[src/rtl/pipeline_ctrl_pkg.sv]
`default_nettype none
// ============================================================================
// Module   : pipeline_ctrl_pkg
// Purpose  : Shared definitions for the 5-stage pipeline hazard controller.
//            Contents:
//            - sequencer state encoding
//            - forwarding mux select codes
//            - error vector bit positions
//            - the M-over-WB forwarding priority helper
// Revision : 1.0  initial release
// ============================================================================
package pipeline_ctrl_pkg;

   typedef enum logic [1:0] {
      ST_RUN      = 2'b00,
      ST_MC_STALL = 2'b01,
      ST_HALT     = 2'b10
   } state_t;

   localparam logic [1:0] HAZ_SEL_RF  = 2'b00;  // operand from register file
   localparam logic [1:0] HAZ_SEL_EXM = 2'b01;  // operand from EX/M result
   localparam logic [1:0] HAZ_SEL_MWB = 2'b10;  // operand from M/WB writeback data

   localparam int ERR_BIT_ALU   = 0;
   localparam int ERR_BIT_CTRL  = 1;
   localparam int ERR_BIT_ADDR  = 2;
   localparam int ERR_BIT_SPARE = 3;

   // The younger producer (in M) holds the newer value, so it beats WB.
   function automatic logic [1:0] fwd_select(input logic m_hit, input logic wb_hit);
      if (m_hit) begin
         return HAZ_SEL_EXM;
      end
      if (wb_hit) begin
         return HAZ_SEL_MWB;
      end
      return HAZ_SEL_RF;
   endfunction

endpackage
`default_nettype wire

[src/rtl/hazard_fwd_unit.sv]
`default_nettype none
// ============================================================================
// Module   : hazard_fwd_unit
// Purpose  : Combinational register-address comparators. Produces the two
//            EX-operand forwarding selects and the stall-request flag.
// Config   : HAZ_FWD_EN defined   -> forwarding selects are generated and
//                                     only a load-use pair requests a stall.
//            HAZ_FWD_EN undefined -> selects are tied to the register file
//                                     and any RAW pair against EX or M
//                                     requests a stall.
// Ports    : id_src1/2, ex_src1/2        - source registers in ID and EX
//            ex_dst, m_dst, wb_dst       - destination registers
//            ex_memread, ex_wen, m_wen, wb_wen - control bits
//            haz1_sel, haz2_sel          - forwarding selects (out)
//            hazard                      - stall request (out)
// Revision : 1.0  initial release
// ============================================================================
module hazard_fwd_unit
   import pipeline_ctrl_pkg::*;
#(
   parameter int REG_AW = 4
) (
   input  logic [REG_AW-1:0] id_src1,
   input  logic [REG_AW-1:0] id_src2,
   input  logic [REG_AW-1:0] ex_src1,
   input  logic [REG_AW-1:0] ex_src2,
   input  logic [REG_AW-1:0] ex_dst,
   input  logic [REG_AW-1:0] m_dst,
   input  logic [REG_AW-1:0] wb_dst,
   input  logic              ex_memread,
   input  logic              ex_wen,
   input  logic              m_wen,
   input  logic              wb_wen,
   output logic [1:0]        haz1_sel,
   output logic [1:0]        haz2_sel,
   output logic              hazard
);

   logic w_ex_hits_id;
   assign w_ex_hits_id = (ex_dst == id_src1) || (ex_dst == id_src2);

`ifdef HAZ_FWD_EN
   assign haz1_sel = fwd_select(m_wen && (m_dst == ex_src1), wb_wen && (wb_dst == ex_src1));
   assign haz2_sel = fwd_select(m_wen && (m_dst == ex_src2), wb_wen && (wb_dst == ex_src2));

   // Only a load cannot be forwarded in time; everything else uses the muxes.
   assign hazard   = ex_memread && ex_wen && w_ex_hits_id;
`else
   logic w_m_hits_id;
   logic w_unused;

   assign w_m_hits_id = (m_dst == id_src1) || (m_dst == id_src2);
   assign w_unused    = ^{ex_memread, ex_src1, ex_src2, wb_dst, wb_wen};

   assign haz1_sel = HAZ_SEL_RF;
   assign haz2_sel = HAZ_SEL_RF;

   // Without forwarding, the consumer waits until the producer has left M.
   assign hazard   = (ex_wen && w_ex_hits_id) || (m_wen && w_m_hits_id);
`endif

endmodule
`default_nettype wire

[src/rtl/pipeline_hazard_ctrl.sv]
`default_nettype none
// ============================================================================
// Module   : pipeline_hazard_ctrl
// Purpose  : Central sequencer for the IF/ID/EX/M/WB pipeline.
//            - drives the buffer locks/flushes and the PC hold
//            - forwards the EX-operand selects
//            - keeps the sticky error register
//            - freezes the pipeline on any error
// Config   : HAZ_FWD_EN (see hazard_fwd_unit) selects forwarding versus
//            stall-only RAW handling.
// Ports    : clk, rst (sync, active-high)
//            id_*/ex_*/m_*/wb_* register addresses and control bits
//            ex_branch_taken, ex_mc_start, err_in
//            pc_dis, *_dis, *_flush - pipeline buffer control (out)
//            haz1_sel, haz2_sel     - forwarding selects (out)
//            errors, halted, mc_busy - status (out)
// Revision : 1.0  initial release
// ============================================================================
module pipeline_hazard_ctrl
   import pipeline_ctrl_pkg::*;
#(
   parameter int REG_AW    = 4,
   parameter int MC_CYCLES = 4,
   parameter int ERR_W     = 4
) (
   input  logic              clk,
   input  logic              rst,
   input  logic [REG_AW-1:0] id_src1,
   input  logic [REG_AW-1:0] id_src2,
   input  logic [REG_AW-1:0] ex_src1,
   input  logic [REG_AW-1:0] ex_src2,
   input  logic [REG_AW-1:0] ex_dst,
   input  logic              ex_memread,
   input  logic              ex_wen,
   input  logic              ex_branch_taken,
   input  logic              ex_mc_start,
   input  logic [REG_AW-1:0] m_dst,
   input  logic [REG_AW-1:0] wb_dst,
   input  logic              m_wen,
   input  logic              wb_wen,
   input  logic [ERR_W-1:0]  err_in,
   output logic              pc_dis,
   output logic              if_id_dis,
   output logic              if_id_flush,
   output logic              id_ex_dis,
   output logic              id_ex_flush,
   output logic              ex_m_dis,
   output logic              ex_m_flush,
   output logic              m_wb_dis,
   output logic [1:0]        haz1_sel,
   output logic [1:0]        haz2_sel,
   output logic [ERR_W-1:0]  errors,
   output logic              halted,
   output logic              mc_busy
);

   localparam int                   c_cnt_w   = $clog2(MC_CYCLES);
   localparam logic [c_cnt_w-1:0]   c_mc_load = c_cnt_w'(MC_CYCLES - 2);

   state_t             r_state;
   state_t             w_state_nxt;
   logic [c_cnt_w-1:0] r_mc_cnt;
   logic [c_cnt_w-1:0] w_mc_cnt_nxt;
   logic [ERR_W-1:0]   r_errors;

   logic [1:0]         w_haz1;
   logic [1:0]         w_haz2;
   logic               w_hazard;
   logic               w_err;
   logic               w_mc_start;

   hazard_fwd_unit #(
      .REG_AW (REG_AW)
   ) u_hazard_fwd_unit (
      .id_src1    (id_src1),
      .id_src2    (id_src2),
      .ex_src1    (ex_src1),
      .ex_src2    (ex_src2),
      .ex_dst     (ex_dst),
      .m_dst      (m_dst),
      .wb_dst     (wb_dst),
      .ex_memread (ex_memread),
      .ex_wen     (ex_wen),
      .m_wen      (m_wen),
      .wb_wen     (wb_wen),
      .haz1_sel   (w_haz1),
      .haz2_sel   (w_haz2),
      .hazard     (w_hazard)
   );

   assign w_err      = |err_in;
   // An error arriving with the start pulse wins: the op never occupies EX.
   assign w_mc_start = (r_state == ST_RUN) && ex_mc_start && !w_err;

   always_ff @(posedge clk) begin
      if (rst) begin
         r_state  <= ST_RUN;
         r_mc_cnt <= '0;
         r_errors <= '0;
      end else begin
         r_state  <= w_state_nxt;
         r_mc_cnt <= w_mc_cnt_nxt;
         r_errors <= r_errors | err_in;
      end
   end

   always_comb begin
      w_state_nxt  = r_state;
      w_mc_cnt_nxt = r_mc_cnt;
      pc_dis       = 1'b0;
      if_id_dis    = 1'b0;
      if_id_flush  = 1'b0;
      id_ex_dis    = 1'b0;
      id_ex_flush  = 1'b0;
      ex_m_dis     = 1'b0;
      ex_m_flush   = 1'b0;
      m_wb_dis     = 1'b0;
      haz1_sel     = HAZ_SEL_RF;
      haz2_sel     = HAZ_SEL_RF;
      errors       = r_errors;
      halted       = 1'b0;
      mc_busy      = 1'b0;

      case (r_state)
         ST_HALT: begin
            pc_dis    = 1'b1;
            if_id_dis = 1'b1;
            id_ex_dis = 1'b1;
            ex_m_dis  = 1'b1;
            m_wb_dis  = 1'b1;
            halted    = 1'b1;
         end

         ST_MC_STALL: begin
            haz1_sel = w_haz1;
            haz2_sel = w_haz2;
            mc_busy  = 1'b1;
            if (r_mc_cnt != '0) begin
               pc_dis       = 1'b1;
               if_id_dis    = 1'b1;
               id_ex_dis    = 1'b1;
               ex_m_flush   = 1'b1;
               w_mc_cnt_nxt = r_mc_cnt - c_cnt_w'(1);
            end else begin
               // Final cycle: locks drop so the result moves on to M.
               w_state_nxt = ST_RUN;
            end
         end

         default: begin
            haz1_sel = w_haz1;
            haz2_sel = w_haz2;
            if (w_mc_start) begin
               pc_dis       = 1'b1;
               if_id_dis    = 1'b1;
               id_ex_dis    = 1'b1;
               ex_m_flush   = 1'b1;
               mc_busy      = 1'b1;
               w_state_nxt  = ST_MC_STALL;
               w_mc_cnt_nxt = c_mc_load;
            end else if (ex_branch_taken) begin
               // Wrong-path instructions in IF/ID and ID/EX are discarded.
               if_id_flush = 1'b1;
               id_ex_flush = 1'b1;
            end else if (w_hazard) begin
               pc_dis      = 1'b1;
               if_id_dis   = 1'b1;
               id_ex_flush = 1'b1;
            end
         end
      endcase

      if (w_err) begin
         w_state_nxt = ST_HALT;
      end

      if (rst) begin
         pc_dis      = 1'b0;
         if_id_dis   = 1'b0;
         if_id_flush = 1'b0;
         id_ex_dis   = 1'b0;
         id_ex_flush = 1'b0;
         ex_m_dis    = 1'b0;
         ex_m_flush  = 1'b0;
         m_wb_dis    = 1'b0;
         haz1_sel    = HAZ_SEL_RF;
         haz2_sel    = HAZ_SEL_RF;
         errors      = '0;
         halted      = 1'b0;
         mc_busy     = 1'b0;
      end
   end

endmodule
`default_nettype wire
[config.mk]
export PLATFORM = sky130hd
export DESIGN_NAME = pipeline_hazard_ctrl
export DESIGN_NICKNAME = d
export VERILOG_FILES = /design/src/rtl/pipeline_ctrl_pkg.sv /design/src/rtl/hazard_fwd_unit.sv /design/src/rtl/pipeline_hazard_ctrl.sv
export SDC_FILE = /design/constraint.sdc
export NUM_CORES = 1
export LEC_CHECK = 0
export ABC_AREA = 0
export CORE_AREA = 10 10 61 63
export DETAILED_ROUTE_END_ITERATION = 8
export DIE_AREA = 0 0 71 73
export GPL_TIMING_DRIVEN = 0
export PLACE_DENSITY_LB_ADDON = 0.05
export SKIP_CTS_REPAIR_TIMING = 1
export SLEW_MARGIN = 10
export SYNTH_ARGS = -nofsm -noshare
export SYNTH_HDL_FRONTEND = slang
export SYNTH_SLANG_ARGS = --single-unit
[constraint.sdc]
create_clock -name clk -period 1.75 [get_ports clk]
set_input_delay 0.35 -clock clk [delete_from_list [all_inputs] [get_ports clk]]
set_output_delay 0.35 -clock clk [all_outputs]
set_load 0.005 [all_outputs]
# Yosys cells after proc, flatten, opt, wreduce, memory -nomap -nowiden
# Index checks and enable logic that the tools add are counted.
# word_totals
input_bits	40
register_bits	8
output_inout_bits	18
wordCells	66
# classes
eq_ne	10
mux	31
bitwise	2
add_sub_neg	1
n_reduce_logical	18
# ops
cell	n
two-way mux 1 bit	19
== test 4 bit	4
two-way mux 2 bit	5
AND reduction 3 bit	3
one-hot mux 1 bit (2 select lines)	4
one-hot mux 2 bit (2 select lines)	2
inequality test 2 bit (second input constant)	3
OR reduction 5 bit	1
logical AND 1 bit	4
two-way mux 4 bit	1
OR 4 bit	1
nonzero test 2 bit	2
OR reduction 4 bit	1
logical OR 1 bit	3
inequality test 3 bit (second input constant)	1
nonzero test 3 bit	1
== test 2 x 1 -> 1 bit (second input constant)	1
== test 2 bit (second input constant)	1
zero test 2 bit	1
OR reduction 2 bit	1
subtractor 2 x 1 -> 2 bit (second input constant)	1
zero test 1 bit	1
NOT 1 bit	1

# Longest topological paths before layout
# depth
depth_word	9
mapped_depth	8
ltp_nobuf	7

# Modules after synthesis
# A second synthesis with hierarchy kept.
# unflattened
hier_cells	102
hier_area_um2	770.7
# modules_own_cells
mod	seq_area_each_um2	cells_per_inst	instances	area_each_um2
pipeline_hazard_ctrl	160.2	74	1	558.0
hazard_fwd_unit	0.0	28	1	212.7

# Worst setup path after synthesis
# OpenSTA, ideal clock, no wires.
# synth_timing
path_kind	input port to output port
from	input port id_src1[2]
to	output port pc_dis
path_stages	5
path_buffers	1
slack_ns	-0.199
required_time_ns	1.400
arrival_ns	1.599
path_cell_list	xor2_1 -> o41ai_2 -> a22oi_1 -> o41ai_1 -> buf_4
# synth_between
elab_chain_cells	9
word_cells_on_any_way	12
cone_classes	2 x eq/ne; 5 x mux; 5 x reduce/logical
# synth_rtl
element	line_no	text
start: declaration	pipeline_hazard_ctrl.sv:28	input logic [REG_AW-1:0] id_src1,
== test 4 bit (on tied branches)	hazard_fwd_unit.sv:40, hazard_fwd_unit.sv:52	
logical OR 1 bit (on tied branches)	hazard_fwd_unit.sv:40, hazard_fwd_unit.sv:52	
logical AND 1 bit	hazard_fwd_unit.sv:59	assign hazard = (ex_wen && w_ex_hits_id) || (m_wen && w_m_hits_id);
logical OR 1 bit *	hazard_fwd_unit.sv:59	
two-way mux 1 bit * (3 in series)	--	
one-hot mux 1 bit (2 select lines) *	--	
two-way mux 1 bit *	--	
end: declaration	pipeline_hazard_ctrl.sv:42	output logic pc_dis,
# Mark *: on every way between the ends. The rest lies on a longest branch, timed or not.

# Final worst setup path
# layout_timing
from	input port ex_dst[1]
to	output port pc_dis
# layout_between
elab_chain_cells	9
word_cells_on_any_way	10
cone_classes	2 x eq/ne; 5 x mux; 3 x reduce/logical
# layout_rtl
element	line_no	text
start: declaration	pipeline_hazard_ctrl.sv:32	input logic [REG_AW-1:0] ex_dst,
== test 4 bit	hazard_fwd_unit.sv:40	assign w_ex_hits_id = (ex_dst == id_src1) || (ex_dst == id_src2);
logical OR 1 bit *	hazard_fwd_unit.sv:40	
logical AND 1 bit *	hazard_fwd_unit.sv:59	
logical OR 1 bit *	hazard_fwd_unit.sv:59	
two-way mux 1 bit *	pipeline_hazard_ctrl.sv:165	end else if (w_hazard) begin
two-way mux 1 bit *	pipeline_hazard_ctrl.sv:161	end else if (ex_branch_taken) begin
two-way mux 1 bit *	pipeline_hazard_ctrl.sv:153	if (w_mc_start) begin
one-hot mux 1 bit (2 select lines) *	pipeline_hazard_ctrl.sv:124	case (r_state)
two-way mux 1 bit *	pipeline_hazard_ctrl.sv:177	if (rst) begin
# Marked as above.

==> impl_metrics.tcl <==
set metrics [dict create \
    critPathCaptureType "output port" \
    p_per_area_nw_per_um2 396 \
    synth_top_area_cell "dfxtp_1" \
    worst-setup-path-type "primary input to output port" \
    grt_max_degree 11 \
    avgViaCountPerCell 4.69 \
    row_count 19 \
    setup_viol 7 \
    synth_seq_area_share_pct 21.4 \
    maxSlewViolCount 0 \
    overflow 0 \
    antenna_found_initial 0 \
    ys_ff_latch 8 \
    violations "setup timing" \
    numCtsBuffers 3 \
    rsz0062_at_grt "yes" \
    yosys.area.top_type_share_pct 21.4 \
    fmax_mhz 474 \
    place_ws_ns -1.15 \
    diodes 0 \
    dr_total_vias 825 \
    area_delta_synth_final_pct 90.7 \
    synthFlopType "dfxtp_1" \
    finalHoldViolations 0 \
    arrival_ns 1.76 \
    setup_ws_ns -0.361 \
    die_w_um 71 \
    htreeDepth 1 \
    cts.clk_slew.worst_paths_ns 0.05 \
    grt_pass1_vias 775 \
    gp_congestion 0.790 \
    maxCapViolations 0 \
    cp.required_ns 1.40 \
    clk_latency_ns 0.25 \
    fillCellCount 253 \
    layout.nets 191 \
    async_flop_share_pct 0 \
    fin_crit_sh_pct 121 \
    layout_min_cycle_time_ns 2.11 \
    drive_above_1_share_pct 42.1 \
    synth-edff-count 0 \
    min_path_type "primary input to flop" \
    yosysMostFrequentCell "nor2_1" \
    syn_avg_cell_area_um2 7.89 \
    drc_errors 0 \
    syn_area_um2 749 \
    synthCells 95 \
    irDropWorstVdd_mv 0.345 \
    synth_area_leaders "dfxtp_1 21%, xnor2_1 9.3%, xor2_1 9.3%" \
    hpwl_um 1960 \
    final_cells 176 \
    dieArea_um2 5180 \
    ios 58 \
    grt_pass1_wl_um 3690 \
    cts_tree "done" \
    grt.total_usage_pct 8.74 \
    clockBufferDepth 2 \
    ys_warn_count 0 \
    finalWirelength_um 2580 \
    drt-initial-drc-count 42 \
    cp_max_fo 2 \
    clockRootBuffer "clkbuf_4" \
    dpl.cell_count 167 \
    die_h_um 73 \
    fin_skew_ns 0.000137 \
    core_um2 2620 \
    synth.distinct_cells 28 \
    cts_sinks 8 \
    whs_ns 0.363 \
    outcome "finished with violations" \
    post_drt_wl_per_cell_um 14.6 \
    leakage_nw 0.710 \
    start_kind "primary input" \
    ant_nets 0 \
    first_pass_iters 4 \
    io_buffers 38 \
    initial_core_util_pct 28.7 \
]
[flip-flops by register name, summed over array words and instances (netlist names)]
register	count
r_errors	4
r_mc_cnt	2
r_state	2
[power by group]
| group | switching [mW] | internal (mW) |
|---|---|---|
| clock network | 0.0606 | 0.0783 |
| registers | 0.00520 | 0.189 |
| logic | 0.0983 | 0.135 |
| total | 0.164 | 0.402 |
[logic make-up (layout without fill, tap and decap cells)]
logic type | count (synthesis) | after routing | synth area share [%]
adder cells (fa/ha/maj) | 4 | 4 | 6.68
XOR/XNOR | 16 | 16 | 18.7
other | 1 | 4 | 0.500
AND/OR/NAND/NOR | 29 | 29 | 21.5
AO/OA/AOI/OAI | 19 | 19 | 18.2
buffers and inverters | 18 | 65 | 13.0
flip-flops | 8 | 8 | 21.4
[through the flow]
step	util, %	setup TNS, ns	instance area [µm²]	total power, mW
after floorplan	-	-0.0946	773	0.291
after global placement	45.6	-8.58	1190	0.404
after detailed placement	45.6	-8.73	1190	0.405
after CTS	46.5	-8.17	1210	0.551
after global routing	54.6	-1.84	1430	0.613
final	54.6	-1.17	1430	0.566
[cell usage in the layout, fill, tap and decap left out, types with 5 or more instances in the layout]
master           Yosys  layout
xnor2_1              8       8
clkbuf_2             0       9
dfxtp_1              8       5
nor2_1              12      11
inv_1                8       5
a21oi_1              8       6
clkdlybuf4s50_1      0       8
xor2_1               8       7
buf_6                0       6
dlymetal6s2s_1       0      15
buf_4                8      10
[cell type report]
cell class / instances / area (µm²) / share of cell area (%)
Clock buffer: 3 / 22.5 / 1.58
Buffer: 10 / 85.1 / 5.95
Inverter: 8 / 38.8 / 2.71
Tap cell: 31 / 38.8 / 2.71
Timing Repair Buffer: 44 / 420 / 29.4
Sequential cell: 8 / 169 / 11.8
Multi-Input combinational cell: 72 / 654 / 45.8
[routing by layer]
metal,up-vias,part of all wire (%),GRT usage [%]
met5,-,0,0
met4,0,1.6,4.52
met3,5,5.5,3.27
met2,30,49,14.5
met1,380,44,9.50
li1,410,-,-
[final timing paths]
| kind | from | end | slack [ns] | cells after the start |
|---|---|---|---|---|
| worst max-delay path | ex_dst[1] | pc_dis | -0.36 | 7 |
| worst min-delay path | err_in[1] | r_errors[1]$_SDFF_PP0_ | 0.36 | 3 |
| worst max register to register | r_state[0]$_SDFFE_PP0P_ | r_mc_cnt[1]$_SDFFE_PP0P_ | 0.37 | 7 |
| worst min register to register | r_errors[1]$_SDFF_PP0_ | r_errors[1]$_SDFF_PP0_ | 0.46 | 2 |
[critical path, stage by stage]
cell and delay (ns):
buf_8 0.10, xor2_2 0.16, o41ai_2 0.38, a22oi_2 0.15
o41ai_2 0.36, buf_4 0.17, buf_6 0.08
Note: power is estimated with default switching activity, not from simulation.
